$ cat config.mk
export PLATFORM = sky130hd
export DESIGN_NAME = accum_sched_flat
export DESIGN_NICKNAME = d
export VERILOG_FILES = /design/src/rtl/accum_pkg.sv /design/src/rtl/accum_sched_if.sv /design/src/rtl/accum_lane_update.sv /design/src/rtl/accum_sched.sv /design/src/flat_wrapper.sv
export SDC_FILE = /design/constraint.sdc
export NUM_CORES = 1
export LEC_CHECK = 0
export BUFFER_PORTS_ARGS = -buffer_cell sky130_fd_sc_hd__buf_2
export CORE_UTILIZATION = 62
export CTS_BUF_LIST = sky130_fd_sc_hd__clkbuf_16
export CTS_CLUSTER_SIZE = 25
export DETAILED_ROUTE_END_ITERATION = 7
export PLACE_DENSITY = 0.82
export SETUP_SLACK_MARGIN = 0.5
export SYNTH_ARGS = -nofsm -noshare
export SYNTH_HDL_FRONTEND = slang
export SYNTH_HIERARCHICAL = 1
export SYNTH_SLANG_ARGS = --single-unit
$ cat constraint.sdc
create_clock -name clk_in -period 4.3 [get_ports clk_in]
set_input_delay 0 -clock clk_in [delete_from_list [all_inputs] [get_ports clk_in]]
set_output_delay 0 -clock clk_in [all_outputs]
set_load 0.05 [all_outputs]
$ cat src/rtl/accum_pkg.sv
// Shared types and helpers for the accum_sched leaky-accumulator scheduler.
package accum_pkg;

    typedef enum logic [1:0] {
        ST_IDLE,
        ST_SWEEP,
        ST_REPORT
    } sched_state_e;

    // Width of a per-channel count register; never narrower than one bit.
    function automatic int count_width(input int threshold);
        return (threshold > 1) ? $clog2(threshold) : 1;
    endfunction

endpackage

$ cat src/rtl/accum_sched_if.sv
// Step/report handshake bundle for accum_sched; master is the host, slave is the scheduler.
interface accum_sched_if #(
    parameter int N_CH = 8
);
    localparam int IW = (N_CH > 1) ? $clog2(N_CH) : 1;

    logic            prop_in;
    logic [N_CH-1:0] inc_in;
    logic            busy_out;
    logic            step_done_out;
    logic            win_valid_out;
    logic            win_ready_in;
    logic [IW-1:0]   win_idx_out;
    logic [N_CH-1:0] trig_mask_out;
    logic            overrun_out;

    modport master (
        output prop_in, inc_in, win_ready_in,
        input  busy_out, step_done_out, win_valid_out, win_idx_out,
               trig_mask_out, overrun_out
    );

    modport slave (
        input  prop_in, inc_in, win_ready_in,
        output busy_out, step_done_out, win_valid_out, win_idx_out,
               trig_mask_out, overrun_out
    );

endinterface

$ cat src/rtl/accum_lane_update.sv
// Combinational next-count and trigger for one accumulator channel.
module accum_lane_update #(
    parameter int THRESHOLD = 192,
    parameter int CW        = 8
) (
    input  logic [CW-1:0] count,
    input  logic          inc,
    input  logic          leak,
    output logic [CW-1:0] next_count,
    output logic          trig
);
    localparam logic [CW-1:0] TOP = CW'(THRESHOLD - 1);

    logic [CW-1:0] dec1;
    logic [CW-1:0] dec2;

    assign dec1 = (count == '0) ? '0 : count - 1'b1;
    assign dec2 = (dec1 == '0) ? '0 : dec1 - 1'b1;

    // A leak on an incrementing lane cancels the increment, leaving the count unchanged.
    always_comb begin
        trig       = 1'b0;
        next_count = count;
        if (inc && (count == TOP)) begin
            trig       = 1'b1;
            next_count = '0;
        end else if (inc) begin
            next_count = leak ? count : count + 1'b1;
        end else begin
            next_count = leak ? dec2 : dec1;
        end
    end

endmodule

$ cat src/rtl/accum_sched.sv
// Leaky accumulators sharing one update unit, swept one channel per cycle per step.
// Define ACCUM_SCHED_LEAK_EN to enable the periodic leak decrement and its step timer.
module accum_sched
    import accum_pkg::*;
#(
    parameter int N_CH      = 8,
    parameter int THRESHOLD = 192,
    parameter int PUSH_DOWN = 10
) (
    input  logic          clk_in,
    input  logic          rst_n_in,
    accum_sched_if.slave  bus
);
    localparam int CW = count_width(THRESHOLD);
    localparam int IW = (N_CH > 1) ? $clog2(N_CH) : 1;
    localparam logic [IW-1:0] LAST_CH = IW'(N_CH - 1);

    if (N_CH < 2 || THRESHOLD < 2 || PUSH_DOWN < 1) begin : g_param_check
        $error("accum_sched: N_CH and THRESHOLD must be >= 2, PUSH_DOWN >= 1");
    end

    sched_state_e    state;
    sched_state_e    state_next;
    logic [CW-1:0]   counts [N_CH];
    logic [N_CH-1:0] inc_lat;
    logic [N_CH-1:0] trig_mask;
    logic [IW-1:0]   ch;
    logic [IW-1:0]   win_idx;
    logic            leak_lat;
    logic            step_done;
    logic            overrun;
    logic [CW-1:0]   lane_next;
    logic            lane_trig;
    logic            accept;
    logic            last_ch;
    logic            any_trig;
    logic            handshake;

    assign accept    = (state == ST_IDLE) && bus.prop_in;
    assign last_ch   = (ch == LAST_CH);
    assign any_trig  = (|trig_mask) | lane_trig;
    assign handshake = (state == ST_REPORT) && bus.win_ready_in;

    accum_lane_update #(
        .THRESHOLD (THRESHOLD),
        .CW        (CW)
    ) u_lane (
        .count      (counts[ch]),
        .inc        (inc_lat[ch]),
        .leak       (leak_lat),
        .next_count (lane_next),
        .trig       (lane_trig)
    );

    always_ff @(posedge clk_in or negedge rst_n_in) begin
        if (!rst_n_in) state <= ST_IDLE;
        else           state <= state_next;
    end

    always_comb begin
        state_next = state;
        case (state)
            ST_IDLE:   if (bus.prop_in) state_next = ST_SWEEP;
            ST_SWEEP:  if (last_ch) state_next = any_trig ? ST_REPORT : ST_IDLE;
            ST_REPORT: if (bus.win_ready_in) state_next = ST_IDLE;
            default:   state_next = ST_IDLE;
        endcase
    end

`ifdef ACCUM_SCHED_LEAK_EN
    localparam int TW = (PUSH_DOWN > 1) ? $clog2(PUSH_DOWN) : 1;
    localparam logic [TW-1:0] TIMER_LAST = TW'(PUSH_DOWN - 1);

    logic [TW-1:0] step_timer;

    // The leak decision is frozen at acceptance so the whole sweep sees one value.
    always_ff @(posedge clk_in or negedge rst_n_in) begin
        if (!rst_n_in) begin
            step_timer <= '0;
            leak_lat   <= 1'b0;
        end else if (accept) begin
            leak_lat   <= (step_timer == TIMER_LAST);
            step_timer <= (step_timer == TIMER_LAST) ? '0 : step_timer + 1'b1;
        end
    end
`else
    assign leak_lat = 1'b0;
`endif

    // Strobes arriving while busy are discarded and only recorded in overrun.
    always_ff @(posedge clk_in or negedge rst_n_in) begin
        if (!rst_n_in) begin
            for (int i = 0; i < N_CH; i++) counts[i] <= '0;
            inc_lat   <= '0;
            trig_mask <= '0;
            ch        <= '0;
            step_done <= 1'b0;
            overrun   <= 1'b0;
        end else begin
            step_done <= ((state == ST_SWEEP) && last_ch && !any_trig) || handshake;
            if (bus.prop_in && (state != ST_IDLE)) overrun <= 1'b1;
            if (accept) begin
                inc_lat   <= bus.inc_in;
                trig_mask <= '0;
                ch        <= '0;
            end else if (state == ST_SWEEP) begin
                counts[ch]    <= lane_next;
                trig_mask[ch] <= lane_trig;
                ch            <= last_ch ? '0 : ch + 1'b1;
            end
        end
    end

    always_comb begin
        win_idx = '0;
        for (int i = N_CH - 1; i >= 0; i--) begin
            if (trig_mask[i]) win_idx = IW'(i);
        end
    end

    assign bus.busy_out      = (state != ST_IDLE);
    assign bus.step_done_out = step_done;
    assign bus.win_valid_out = (state == ST_REPORT);
    assign bus.win_idx_out   = win_idx;
    assign bus.trig_mask_out = trig_mask;
    assign bus.overrun_out   = overrun;

endmodule

$ cat src/flat_wrapper.sv
// flat-port wrapper written by rule: the top's interface ports become plain ports
module accum_sched_flat import accum_pkg::*;
#(
    parameter int N_CH      = 8,
    parameter int THRESHOLD = 192,
    parameter int PUSH_DOWN = 10
)
  (clk_in, rst_n_in, bus_prop_in, bus_inc_in, bus_win_ready_in, bus_busy_out, bus_step_done_out, bus_win_valid_out, bus_win_idx_out, bus_trig_mask_out, bus_overrun_out);
  accum_sched_if #(.N_CH(N_CH)) bus_i ();
  input  logic clk_in;
  input  logic rst_n_in;
  input wire logic [$bits(bus_i.prop_in)-1:0] bus_prop_in;
  input wire logic [$bits(bus_i.inc_in)-1:0] bus_inc_in;
  input wire logic [$bits(bus_i.win_ready_in)-1:0] bus_win_ready_in;
  output wire logic [$bits(bus_i.busy_out)-1:0] bus_busy_out;
  output wire logic [$bits(bus_i.step_done_out)-1:0] bus_step_done_out;
  output wire logic [$bits(bus_i.win_valid_out)-1:0] bus_win_valid_out;
  output wire logic [$bits(bus_i.win_idx_out)-1:0] bus_win_idx_out;
  output wire logic [$bits(bus_i.trig_mask_out)-1:0] bus_trig_mask_out;
  output wire logic [$bits(bus_i.overrun_out)-1:0] bus_overrun_out;
  assign bus_i.prop_in = bus_prop_in;
  assign bus_i.inc_in = bus_inc_in;
  assign bus_i.win_ready_in = bus_win_ready_in;
  assign bus_busy_out = bus_i.busy_out;
  assign bus_step_done_out = bus_i.step_done_out;
  assign bus_win_valid_out = bus_i.win_valid_out;
  assign bus_win_idx_out = bus_i.win_idx_out;
  assign bus_trig_mask_out = bus_i.trig_mask_out;
  assign bus_overrun_out = bus_i.overrun_out;
  accum_sched #(.N_CH(N_CH), .THRESHOLD(THRESHOLD), .PUSH_DOWN(PUSH_DOWN)) u_core (.clk_in(clk_in), .rst_n_in(rst_n_in), .bus(bus_i));
endmodule
Word-level counts from Yosys, hierarchy flattened. Cells that the tools add are included.

Bits in registers: 87. Bits of input ports: 12. Output and inout bits: 15. Logic and storage cells: 81.

Add/subtract/negate cells: 3. $lt $le $gt $ge: 4. Eq/ne operators: 7. Multiplexer cells: 33. Bitwise logic cells: 3. Reduce and logical (&&, ||, !) cells: 17.

Operators with widths (number): 64-bit bitwise mux (1); 8-bit two-way mux (8); 3-bit two-way mux (11); 8-bit binary-select mux with 3-bit select (1); 8-bit demux with 3-bit select (1); 8-bit by 1-bit adder with 8-bit output (second input constant) (1); 8-bit bitwise mux (1); 8-bit == test (second input constant) (1); 1-bit logical AND (8); 8-bit logical NOT (1); 2-bit two-way mux (4); 8-bit OR reduction (1); 8-bit by 1-bit subtractor with 8-bit output (second input constant) (1); 2-bit one-hot mux with 3 select lines (1); 4-bit greater-or-equal comparator (second input constant) (1); 3-bit by 4-bit < comparator with 1-bit output (second input constant) (1); 4-bit by 1-bit < comparator with 1-bit output (second input constant) (1); 2-bit != test (second input constant) (2); 3-bit NOT with 4-bit output (1); 2-bit nonzero test (2); 3-bit by 1-bit adder with 3-bit output (second input constant) (1); 1-bit binary-select mux with 3-bit select (1); 1-bit demux with 3-bit select (1); 3-bit == test (second input constant) (1); other kinds (12) (14).

Depth between registers and ports, before layout. Gate-level depths: netlist (run 1).

Depth after elaboration: 11. Gate-level depth with buffers: 18. Mapped depth without buffers: 14.

Modules after synthesis. The synthesis (run 1) kept the hierarchy.

By module, submodules not included: accum_sched (times used 1, cells each 281, area an instance 4088.9 um^2, sequential area each 2177.1 um^2); accum_lane_update (times used 1, cells each 127, area an instance 933.4 um^2, sequential area each 0.0 um^2).

Worst setup path before layout (run 1). Ideal clock, no wire load.

Path type: reg2reg. Start point: register u_core.ch[1]. End point: register u_core/counts[24] (netlist bit). Setup time: 128 ps. Arrival: 3286 ps. Required time: 4172 ps. Path slack: 886 ps. Cell stages (with the launch flop): 14. Path buffers: 4. Period minus slack after synthesis: 3414 ps. Path through: dfrtp_1 buf_6 buf_8 mux4_1 mux2_2 buf_4 inv_1 ha_1 or3b_1 clkbuf_4 o21ai_0 a2bb2oi_1 o22ai_1 mux2_1.

Cells in the longest elaborated chain, start to end: 9. Elaborated cells on any way between the ends: 20. Those cells by class: add/sub (2); order compare (2); eq/ne (1); mux (11); bitwise (1); reduce/logical (3).

Ends and longest elaborated chain: from (decl) (RTL line accum_sched.sv:27) `logic [IW-1:0] ch;`; from (signal assigned) (RTL line accum_sched.sv:109) `ch <= last_ch ? '0 : ch + 1'b1;`; 3-bit NOT with 4-bit output (implied by the code) (RTL line accum_sched.sv:48) `.count (counts[ch]),`; 8-bit binary-select mux with 3-bit select (RTL line accum_sched.sv:48); 8-bit two-way mux (implied by the code) (2 in series) (RTL line accum_sched.sv:48); 8-bit by 1-bit subtractor with 8-bit output or 8-bit logical NOT (tied branches) (RTL line accum_lane_update.sv:17) `assign dec1 = (count == '0) ? '0 : count - 1'b1;`; 8-bit two-way mux (RTL line accum_lane_update.sv:17); 8-bit two-way mux (RTL line accum_lane_update.sv:27) `end else if (inc) begin`; 8-bit two-way mux * (RTL line accum_lane_update.sv:24) `if (inc && (count == TOP)) begin`; net u_core.lane_next[0] (RTL line accum_sched.sv:32) `logic [CW-1:0] lane_next;`; 64-bit bitwise mux * (RTL line accum_sched.sv:107) `counts[ch] <= lane_next;`; to (signal, indexed assignment) (RTL line accum_sched.sv:107); to (decl) (RTL line accum_sched.sv:24) `logic [CW-1:0] counts [N_CH];`.

The timed path passes the listed nets; every way through them passes the cells marked *. The select of a mux whose other input is x is not followed. A chain may end at the register's enable or synchronous reset.

Final worst setup path (run 1). Ends and elaborated chain as after synthesis.

==> results.py, run 1 <==
metrics = {
    "global_route": {
        "overflow": 0,
        "antenna_found_initial": 0,
        "grt_pass1_vias": 3652,
        "grt_first_pass_wirelength_um": 18700,
        "grt_max_degree": 88,
        "grt_usage_pct": 29.2,
    },
    "place": {
        "place_congestion": 0.928,
        "hpwlAfterDp_um": 7320,
        "io_buffers": 26,
        "dp_slack_ps": 425,
    },
    "setup_path": {
        "critPathKind": "reg -> reg",
        "slowest_delay_ps": 540,
        "r2r_cells": 11,
        "r2r_setup_slack_ps": 660,
        "start_kind": "flip-flop",
        "worstPathCellList": "buf_6 > mux4_2 > mux2_2 > inv_1 > ha_1 > or3b_4 > o21ai_0 > buf_4 > a2bb2oi_1 > o22ai_1 > mux2_1",
        "r2r-end": "u_core/counts[24]",
        "arrival_ps": 3870,
        "worst_path_max_delay_cell": "mux4_2",
        "required_ps": 4520,
        "worstReg2RegStart": "u_core/ch[1]",
        "cp-end-kind": "flip-flop",
        "cp_max_fo": 14,
    },
    "synth": {
        "synth_commonest_cells": "dfrtp_1, mux2_2, a21oi_1, inv_1, nand2_1",
        "seq_area_frac_synth_pct": 43.3,
        "synth_cell_types": 75,
        "netlist_top_cells_area": "dfrtp_1, mux2_2, mux4_2",
        "synth_edf_count": 0,
        "synth_ff_type": "dfrtp_1",
        "synth_area_leader_cell": "dfrtp_1",
        "yosys_warnings": 6,
        "mappedNetlistArea_sq_um": 5020,
        "syn_inst": 408,
        "synthArstFlopShare_pct": 100,
        "syn_area_per_cell_sq_um": 12.3,
        "ys_ff_latch": 87,
        "yosysMostFrequentCell": "dfrtp_1",
        "synth_top_area_share_pct": 43.3,
    },
    "clock_tree": {
        "path_clk_slew_ps": 70,
        "clock_latency_ps": 340,
        "cts_setup_buffers": 0,
        "cts_tree": "built",
        "cts.sinks": 87,
        "ctsLongestPathBuffers": 2,
        "cts_root_buffer": "clkbuf_16",
        "numCtsBuffers": 9,
        "htree_levels": 3,
    },
    "route": {
        "drt-vias-per-instance": 6.35,
        "firstDrtPassIters": 4,
        "vias": 3509,
        "drc": 0,
        "wl_per_cell_um": 20.6,
        "ant_nets": 0,
        "drt_iter0_markers": 215,
        "wirelength_um": 11400,
    },
    "finish": {
        "nNetsFinal": 465,
        "antenna_cells": 0,
        "drive_gt1_share_pct": 36.1,
        "area_growth_pct": 12.3,
    },
    "timing": {
        "finalCritPeriodShare_pct": 84.8,
        "setup_viol": 0,
        "tns_ps": 0,
        "rsz0062_at_grt": "no",
        "min_period_ps": 3640,
        "skew_ps": 9.41,
        "slew_headroom_pct": 23.6,
        "clock.fmax_ghz": 0.274,
        "tightest_slew_ps": 1140,
        "hold_violations": 0,
        "fin_ws_ps": 655,
        "final_max_slew_viol_count": 0,
    },
    "floorplan": {
        "start_util_pct": 64.7,
        "pin_count": 27,
        "rows": 32,
        "dieWidth_um": 92,
        "dieArea_sq_um": 8460,
        "core_sq_um": 7770,
        "fp.dieH_um": 92,
    },
    "run_status": {
        "status": "finished, final reports clean",
    },
    "flow_run": {
        "drv_cap": 0,
    },
    "worst_hold_path": {
        "hold_path_class": "in -> async",
    },
}
-- what timing repair did --
action	in CTS	in global routing
endpoints found under the setup margin	26	53
hold endpoints to repair	98	0
hold buffers	11	0
pin swaps	0	0
gates resized for setup	3	5
-- worst max-delay path: cells and delay by family, from the launching register on --
kind                       cells  cell delay (ps)
AOI/OAI and AO/OA              3              640
adders and majority gates      1              170
buffers and inverters          3              520
DFF                            1              450
muxes                          3             1300
and+or+nand+nor                1              440
-- cell type report --
type,count,area (sq um)
Tap cell,102,128
Clock buffer,9,225
Timing Repair Buffer,45,319
Fill cell,517,2130
Inverter,14,52.6
Clock inverter,7,61.3
Multi-Input combinational cell,289,2670
Sequential cell,87,2180
-- metrics by stage --
stage                     hold slack (ps)  util (%)  std cells  area (sq um)
after CTS                             397      72.4        553          5620
final                                 382      72.6        553          5640
after global placement                214      67.1        526          5220
after floorplan                      -296         -        413          5040
after detailed placement              220      67.1        526          5220
after global routing                  420      72.6        553          5640
-- kinds of logic (layout without fill, tap and decap cells) --
logic type	Yosys count	count (layout)	synth area share, %
multiplexers	103	103	26.2
adder cells (fa/ha/maj)	7	7	1.74
XOR/XNOR	9	9	1.57
buffers and inverters	37	75	4.33
other	1	6	0.0747
AO/OA/AOI/OAI	70	70	11.0
AND/OR/NAND/NOR	94	94	11.8
flip-flops	87	87	43.3
-- state kept, by name, summed over array words and instances, names as in the netlist --
signal                    cells
u_core/inc_lat                8
u_core/counts                64
u_core/state                  2
u_core/ch                     3
u_core/bus.trig_mask_out      8
u_core/bus.step_done_out      1
u_core/bus.overrun_out        1
-- cell usage in the layout (no fill, tap or decap), types with 3 or more instances in the layout --
master,synthesis,routed
o21bai_1,3,3
o22ai_1,6,4
mux2_1,8,8
dfrtp_1,87,85
nor2b_1,6,6
mux2_2,71,71
inv_1,14,14
conb_1,1,6
a21oi_1,14,14
buf_2,8,25
a211oi_1,3,3
nor2_1,13,13
ha_1,7,7
or3_1,3,3
dlygate4sd3_1,0,11
mux2i_1,10,10
nor3_1,13,13
a21o_1,3,3
inv_6,0,3
o21ai_0,12,11
xor2_1,3,3
nor4_1,4,3
clkbuf_16,0,9
nand3_1,6,6
and3_1,3,3
nor2_4,5,5
buf_4,4,7
or2_2,3,3
nand2_1,14,14
mux4_2,11,11
mux4_1,3,3
nand2b_1,5,5
xnor2_1,6,6
-- layer usage --
layer | up-vias | track usage, % | wire length (um)
li1 | 1586 | - | -
met1 | 1762 | 36.8 | 4790
met2 | 126 | 47.8 | 5580
met3 | 35 | 7.63 | 639
met4 | 0 | 12.8 | 375
met5 | - | 0 | 0
-- how the worst max path moves through the flow --
stage                     depth (start not counted)  slack [ps]                end         start
after floorplan                                  13         890  u_core/counts[24]  u_core/ch[1]
after global placement                           11         550  u_core/counts[27]  u_core/ch[1]
after detailed placement                         10         430   u_core/counts[6]  u_core/ch[0]
after CTS                                        11         540  u_core/counts[27]  u_core/ch[1]
after global routing                             11         490  u_core/counts[24]  u_core/ch[1]
final                                            11         660  u_core/counts[24]  u_core/ch[1]
Power of run 1 is not shown: default switching activity piles up to over one toggle a cycle in this logic, so the estimate is an artifact.
==> run 2: changes to the inputs <==
- CORE_UTILIZATION: 62 -> 56
- PLACE_DENSITY: 0.82 -> 0.78
- clock period: 4.3 -> 3.15 ns (I/O delays scaled with it)
==> run 2 against run 1 <==
Compared with the run above:
- the flow now finishes with violations (negative setup slack)
- setup slack got worse by 690 ps
- final area rose by 17%
- sequential cell count did not move
- sequential share of layout area fell by 5.7 points
- via count rose by 10%
- die area rose by 10%
- fmax rose by 14%
- critical path depth fell by 1
- first-iteration DRC count fell by 1.4%
- hold slack got worse by 5.4 ps
- routed wire length rose by 20%
- clock skew fell by 1.1 ps
- highest routed layer unchanged
==> results.py, run 2 (synthesized netlist as in run 1, its figures left out) <==
metrics = {
    "run_status": {
        "status": "finished with violations",
        "violations": "negative setup slack",
    },
    "timing": {
        "rsz0062_at_grt": "yes",
        "whs_ps": 376,
        "setup_viol": 9,
        "clock.fmax_ghz": 0.314,
        "tns_ps": -169,
        "slew_headroom_pct": 29.0,
        "hold_violations": 0,
        "finalCritPeriodShare_pct": 101,
        "fin_ws_ps": -37.2,
        "min_period_ps": 3190,
        "skew_ps": 8.32,
        "final_max_slew_viol_count": 0,
        "tightest_slew_ps": 1070,
    },
    "route": {
        "vias": 3876,
        "drt_iter0_markers": 212,
        "firstDrtPassIters": 5,
        "drc": 0,
        "wirelength_um": 13600,
        "wl_per_cell_um": 22.1,
        "drt-vias-per-instance": 6.28,
        "ant_nets": 0,
    },
    "floorplan": {
        "core_sq_um": 8720,
        "rows": 34,
        "start_util_pct": 57.6,
        "dieWidth_um": 96.7,
        "pin_count": 27,
        "dieArea_sq_um": 9350,
        "fp.dieH_um": 96.7,
    },
    "finish": {
        "final_common_cell": "dfrtp_1",
        "fill_cells": 505,
        "nNetsFinal": 524,
        "largest_reg_flops": 64,
        "final_cell_mix": "dfrtp_1, buf_4, mux2_4",
        "final_util_pct": 75.8,
        "area_growth_pct": 31.7,
        "drive_gt1_share_pct": 51.9,
        "antenna_cells": 0,
        "top_register": "u_core/counts",
    },
    "setup_path": {
        "arrival_ps": 3400,
        "worst_path_most_repeated_cell": "buf_12",
        "cp-end-kind": "flip-flop",
        "worstReg2RegStart": "u_core/ch[1]",
        "critPathKind": "reg -> reg",
        "critPathLaunch": "u_core/ch[1]",
        "start_kind": "flip-flop",
        "slowest_delay_ps": 620,
        "worstPathCellList": "buf_12 > buf_12 > mux4_2 > mux2_4 > or4_4 > buf_6 > o21ai_4 > a2bb2oi_4 > o22ai_4 > mux2_1",
        "cp_max_fo": 8,
        "worst_path_max_delay_cell": "or4_4",
        "required_ps": 3360,
    },
    "place": {
        "dp_slack_ps": -162,
        "hpwlAfterDp_um": 8180,
        "place_congestion": 0.896,
        "io_buffers": 26,
    },
    "clock_tree": {
        "path_clk_slew_ps": 60,
        "numCtsBuffers": 9,
        "cts_root_buffer": "clkbuf_16",
        "cts_tree": "built",
        "ctsLongestPathBuffers": 2,
        "htree_levels": 3,
        "cts.sinks": 87,
        "clock_latency_ps": 330,
    },
    "worst_hold_path": {
        "hold_path_class": "in -> async",
    },
    "global_route": {
        "antenna_found_initial": 0,
        "grt_pass1_vias": 3963,
        "overflow": 0,
        "grt_usage_pct": 27.9,
        "grt_max_degree": 88,
        "grt_first_pass_wirelength_um": 20300,
    },
    "flow_run": {
        "drv_cap": 0,
    },
}
-- run 2: area by class of cell --
type                            instances  area, sq um  area share [%]
Clock inverter                          6         62.6           0.946
Multi-Input combinational cell        289         3130            47.4
Timing Repair Buffer                  104          817            12.4
Tap cell                              108          135            2.04
Inverter                               14         61.3           0.927
Clock buffer                            9          225            3.41
Sequential cell                        87         2180            32.9
-- run 2: path summary, 6_finish.rpt --
kind | end | slack [ps] | cells past startpoint
setup / recovery | u_core/counts[24] | -40 | 10
hold / removal | u_core/bus.trig_mask_out[2] | 380 | 2
setup reg to reg | u_core/counts[24] | -40 | 10
hold reg to reg | u_core/bus.overrun_out | 450 | 1
max in group asynchronous | u_core/counts[5] | 2070 | 2
min in group clk_in | u_core/inc_lat[1] | 430 | 3
-- run 2: metal layers --
layer	part of all wire, %	GRT usage [%]	wire [um]	vias to the layer above
met5	0	0	0	-
met4	2.4	7.58	331	0
met1	41	35.7	5570	2009
met3	5.0	6.21	677	25
met2	52	47.7	7070	140
li1	-	-	-	1702
-- run 2: stage by stage --
stage / cells / area (sq um)
after floorplan: 413 / 5220
after global placement: 569 / 5680
after detailed placement: 569 / 5680
after CTS: 601 / 6260
after global routing: 617 / 6610
final: 617 / 6610
-- run 2: critical path, delay by kind of cell, from the launching register on --
| kind | cells | cell delay (ps) |
|---|---|---|
| AO/OA/AOI/OAI | 3 | 530 |
| flip-flops | 1 | 420 |
| multiplexers | 3 | 1060 |
| buffers and inverters | 3 | 430 |
| AND/OR/NAND/NOR | 1 | 620 |
-- run 2: timing repair --
item	4_1_cts	5_1_grt
gates resized for setup	28	45
pin swaps	11	9
setup endpoints to repair	74	74
hold endpoints to repair	98	0
gates cloned	0	0
buffers inserted	6	16
hold buffers	11	0
Power of run 2 is left out for the same reason.
